`config.mk`:
```
export PLATFORM = sky130hd
export DESIGN_NAME = keypad_scan
export DESIGN_NICKNAME = d
export VERILOG_FILES = /design/src/rtl/keypad_scan.sv
export SDC_FILE = /design/constraint.sdc
export NUM_CORES = 1
export LEC_CHECK = 0
export ABC_AREA = 1
export CAP_MARGIN = 20
export CORE_MARGIN = 2
export CORE_UTILIZATION = 50
export DETAILED_ROUTE_END_ITERATION = 6
export PLACE_DENSITY = 0.83
export SYNTH_ARGS = -nofsm -noshare
export SYNTH_HDL_FRONTEND = slang
export SYNTH_SLANG_ARGS = --single-unit
```
`constraint.sdc`:
```
create_clock -name clk -period 2.99 [get_ports clk]
set_clock_uncertainty 0.15 [all_clocks]
set_input_delay 0.897 -clock clk [delete_from_list [all_inputs] [get_ports clk]]
set_output_delay 0.897 -clock clk [all_outputs]
set_load 0.01 [all_outputs]
```
`src/rtl/keypad_scan.sv`:
```
// keypad_scan
//   Scans a 4x4 active-low key matrix one column at a time, synchronises the
//   row lines, debounces complete scan frames and presents a one-hot key code.
//
// Parameters
//   SCAN_DIV        clk cycles per column slot (>= 4)
//   DEBOUNCE_FRAMES identical consecutive frames needed before onehot moves (>= 1)
//
// Ports
//   clk          in   system clock, rising edge
//   rst_n        in   asynchronous active-low reset
//   row[3:0]     in   matrix row lines, active-low, asynchronous to clk
//   col[3:0]     out  matrix column drive, active-low, exactly one bit low
//   onehot[15:0] out  debounced key code, bit = row*4 + col, 0 = no key
//   key_pressed  out  one-cycle strobe when onehot takes a new non-zero value
module keypad_scan #(
  parameter int SCAN_DIV        = 50000,
  parameter int DEBOUNCE_FRAMES = 5
) (
  input  logic        clk,
  input  logic        rst_n,
  input  logic [3:0]  row,
  output logic [3:0]  col,
  output logic [15:0] onehot,
  output logic        key_pressed
);

  localparam int CNT_W  = (SCAN_DIV > 1) ? $clog2(SCAN_DIV) : 1;
  localparam int STAB_W = (DEBOUNCE_FRAMES > 0) ? $clog2(DEBOUNCE_FRAMES + 1) : 1;
  localparam logic [CNT_W-1:0]  DIV_LAST = CNT_W'(SCAN_DIV - 1);
  localparam logic [STAB_W-1:0] STAB_MAX = STAB_W'(DEBOUNCE_FRAMES);

  // A frame is only a valid key code when exactly one key is seen; zero keys
  // and ghosting combinations both collapse to "none".
  function automatic logic [15:0] single_key(input logic [15:0] v);
    return ((v != 16'd0) && ((v & (v - 16'd1)) == 16'd0)) ? v : 16'd0;
  endfunction

  function automatic logic [STAB_W-1:0] sat_inc(input logic [STAB_W-1:0] s);
    return (s >= STAB_MAX) ? STAB_MAX : s + 1'b1;
  endfunction

  logic [3:0]        row_m;
  logic [3:0]        row_s;
  logic [CNT_W-1:0]  div_cnt;
  logic              tick;
  logic [1:0]        cidx;
  logic [15:0]       raw;
  logic [15:0]       frame_vec;
  logic [15:0]       frame_code;
  logic              frame_done;
  logic [15:0]       cand;
  logic [STAB_W-1:0] stab;
  logic [15:0]       cand_next;
  logic [STAB_W-1:0] stab_next;
  logic              take_code;

  // ---- Stage: row synchroniser ----
  always_ff @(posedge clk or negedge rst_n) begin
    if (!rst_n) begin
      row_m <= 4'b1111;
      row_s <= 4'b1111;
    end else begin
      row_m <= row;
      row_s <= row_m;
    end
  end

  // ---- Stage: slot divider and column rotation ----
  assign tick = (div_cnt == DIV_LAST);
  assign col  = ~(4'b0001 << cidx);

  always_ff @(posedge clk or negedge rst_n) begin
    if (!rst_n) begin
      div_cnt <= '0;
      cidx    <= 2'd0;
    end else begin
      div_cnt <= tick ? '0 : div_cnt + 1'b1;
      if (tick) cidx <= cidx + 2'd1;
    end
  end

  // ---- Stage: column sampling ----
  // The column has been driven for a whole slot, so row_s has settled.
  always_ff @(posedge clk or negedge rst_n) begin
    if (!rst_n) begin
      raw <= 16'd0;
    end else if (tick) begin
      for (int r = 0; r < 4; r++) raw[{r[1:0], cidx}] <= ~row_s[r];
    end
  end

  // The column-3 bits of the completing frame come straight from this
  // tick's sample, since raw only captures them on the same edge.
  always_comb begin
    frame_vec = raw;
    for (int r = 0; r < 4; r++) frame_vec[{r[1:0], 2'd3}] = ~row_s[r];
  end

  assign frame_code = single_key(frame_vec);
  assign frame_done = tick && (cidx == 2'd3);

  // ---- Stage: frame debounce ----
  always_comb begin
    cand_next = cand;
    stab_next = stab;
    if (frame_code != cand) begin
      cand_next = frame_code;
      stab_next = STAB_W'(1);
    end else begin
      stab_next = sat_inc(stab);
    end
  end

  assign take_code = (stab_next == STAB_MAX) && (cand_next != onehot);

  always_ff @(posedge clk or negedge rst_n) begin
    if (!rst_n) begin
      cand        <= 16'd0;
      stab        <= '0;
      onehot      <= 16'd0;
      key_pressed <= 1'b0;
    end else begin
      key_pressed <= 1'b0;
      if (frame_done) begin
        cand <= cand_next;
        stab <= stab_next;
        if (take_code) begin
          onehot      <= cand_next;
          key_pressed <= |cand_next;
        end
      end
    end
  end

endmodule

```
==> reports/metrics.cfg, run 1 <==
[status]
outcome=finished with violations
violations=setup timing

[global_route]
grt_pass1_wl_mm=18.7
grt_use_total_pct=26.4
grt_pass1_vias=3985
gr-total-overflow=0
antenna_found_initial=0
grt_max_degree=42

[sta]
setup_viol=18
finalHoldViolations=0
final.min_clock_period_ns=3.26
fin_hold_ws_ns=0.207
fin_ws_ns=-0.274
worstMarginPinSlew_ns=0.532
min_period_over_period_pct=109
rsz0062_at_grt=true
max_freq_mhz=306
slew_headroom_pct=64.5
final-max-slew-violation-count=0
tns_ns=-3.90

[critical_path]
slowest_stage=dfstp_2
cp-end-kind=register
max_stage_delay_ns=0.54
critPathRequiredTime_ns=3.13
crit_chain=inv_2 > nor2_1 > nand2_1 > nor2_2 > nand2_1 > nand2_1 > nand2_1 > nor2_1 > nand2_1 > nor2_4 > buf_12 > nand2_4 > nand2_1 > nand2_1 > nor2_4 > nand2_2 > nor2_4 > buf_4 > nand4_1 > nor2_4 > buf_12 > nand3_1 > nand2_1
path_class=register to register
path_max_fanout=16
start_kind=register
cp.arrival_ns=3.41
timing.critical_path.mode_cell=nand2_1

[yosys]
avgSynthCellArea_um2=7.13
synthCells=586
synth-main-ff-cell=dfrtp_1
yosys_warnings=0
synth_seq_cells=74
async_flop_share_pct=100
yosys.area_share.adder_pct=2.10
syn_nets=599
yosys.cell_count.top_type=nand2_1
synth_mux_area_share_pct=0
ys_types=29
synthSimpleGateAreaFrac_pct=35.1
synth_top_family_by_area=simple AND/OR/NAND/NOR gates
yosys.area.top_type_share_pct=39.5
synth_top_area_cell=dfrtp_1
synth_common_cells=nand2_1 (197), inv_1 (89), nor2_1 (69)
syn_area_um2=4180
synth_area_leaders=dfrtp_1 (40%), nand2_1 (18%), inv_1 (8.0%)
synth_edf_count=0
synth_xor_area_share_pct=2.10
ys_seq_area_share_pct=44.6
synth_compound_area_share_pct=6.08

[routing]
first_iter_violations=262
ant_nets=0
avgViaCountPerCell=5.25
drt-total-wl_mm=11.2
drc=0
vias=4098
drtPass1Iterations=5
routedWlPerCell_um=14.3

[floorplanning]
fp.dieW_um=95.4
start_util_pct=51.1
die-area_um2=9100
core_um2=8180
dieHeight_um=95.4
rows=33
num_io_pins=27

[finish]
drive_gt1_share_pct=20.7
finalNetCount=683
areaGrowthSynthToFinish_pct=31.3
fin_util_pct=67.1
num_antenna_cells=0
fin_area_um2=5490

[placed_design]
dp_hpwl_mm=7.15
gp_congestion=0.902
io_buffers=26
dpl-instance-area_um2=4760

[cts]
cts.sinks=74
root_buffer=clkbuf_8
clk-insertion-delay-late_ns=0.36
clk_path_buf_depth=2
htree_levels=3
cts_tree=yes
cts.clk_slew.worst_paths_ns=0.08
cts_buffers=9

[pwr]
power.density_nw_per_um2=380
ir_drop_mv=0.301
power.leakage_nw=2.92
total_power_mw=2.09

[job]
maxCapViolCount=0

[min_path]
min_path_type=register to register

## final cells by class
type / instances / area [um2]
clock buffers: 10 / 128
clock inverters: 6 / 91.3
fillers: 617 / 2690
inverters: 97 / 369
multi-input cells: 409 / 2130
flip-flops and latches: 74 / 1860
well taps: 105 / 131
repair buffers: 79 / 773
## routing by layer
| metal | track usage [%] | wire (um) |
|---|---|---|
| met5 | 0 | 0 |
| met1 | 34.3 | 4710 |
| met3 | 4.90 | 646 |
| met4 | 9.29 | 334 |
| met2 | 44.3 | 5490 |
## layout by cell type (no fill, tap or decap), types with 5 or more instances in the layout
cell,n
clkdlybuf4s50_1,25
nor2_4,10
nor2_1,63
nand2_2,20
nand2_1,172
nand3_2,6
dfrtp_1,66
nand2_4,7
nor2_2,6
dfstp_2,8
buf_12,6
buf_4,41
a21oi_1,20
inv_1,89
o21ai_0,23
xor2_1,6
nand4_1,5
nand3_1,35
clkbuf_8,9
buf_6,6
ha_1,7
## critical path, delay by kind of cell (launching register included)
kind	cells	cell delay [ns]
AND/OR/NAND/NOR	19	2.01
flip-flops	1	0.54
buffers and inverters	4	0.50
## cells by family (layout without fill, tap and decap cells)
logic type | count (synthesis) | count (layout)
and+or+nand+nor | 340 | 342
buffers and inverters | 105 | 192
DFF | 74 | 74
AOI/OAI and AO/OA | 50 | 50
xor gates and xnor gates | 10 | 10
adders and majority gates | 7 | 7
## flip-flops by register name, indices dropped and copies added, names as in the netlist
name / count
cand: 16
cidx: 2
div_cnt: 16
key_pressed: 1
onehot: 16
raw: 12
row_m: 4
row_s: 4
stab: 3
## report_power, final
group	internal (mW)	total, mW	switching (mW)	leakage (nW)
registers	1.01	1.01	0.00422	0.992
clock network	0.473	0.871	0.398	0.110
logic	0.0832	0.202	0.119	1.81
total	1.57	2.09	0.521	2.92
## timing repair
action	CTS	global route
setup buffers	13	8
cloned	4	0
hold buffers	0	0
resized for setup	40	28
setup endpoints to repair	17	20
pin swaps	7	13
## per-stage QoR
| stage | worst slack [ns] | cells |
|---|---|---|
| 2_1_floorplan | 0.188 | 586 |
| 3_3_place_gp | -0.0263 | 739 |
| 3_5_place_dp | -0.102 | 739 |
| 4_1_cts | -0.0312 | 772 |
| 5_1_grt | -0.444 | 780 |
| 6_report | -0.274 | 780 |
## worst paths after layout
path                       startpoint          to  depth (start not counted)  slack [ns]
min in group asynchronous       rst_n      raw[8]                          1        0.36
max                          row_s[0]   onehot[7]                         23       -0.27
min                          row_m[1]    row_s[1]                          0        0.21
max reg2reg                  row_s[0]   onehot[7]                         23       -0.27
max in group asynchronous       rst_n  onehot[12]                          2        1.76
min reg2reg                  row_m[1]    row_s[1]                          0        0.21
(Power assumes the default switching activity.)
==> run 2, diff against run 1 <==
CTS_CLUSTER_DIAMETER = 30   (was not set)
==> results of run 2 <==
Final layout, timing and power as in run 1 (identical DEF).
==> run 3, diff against run 2 <==
CAP_MARGIN = not set   (was 20)
==> results of run 3 <==
Final layout, timing and power as in run 1 (identical DEF).
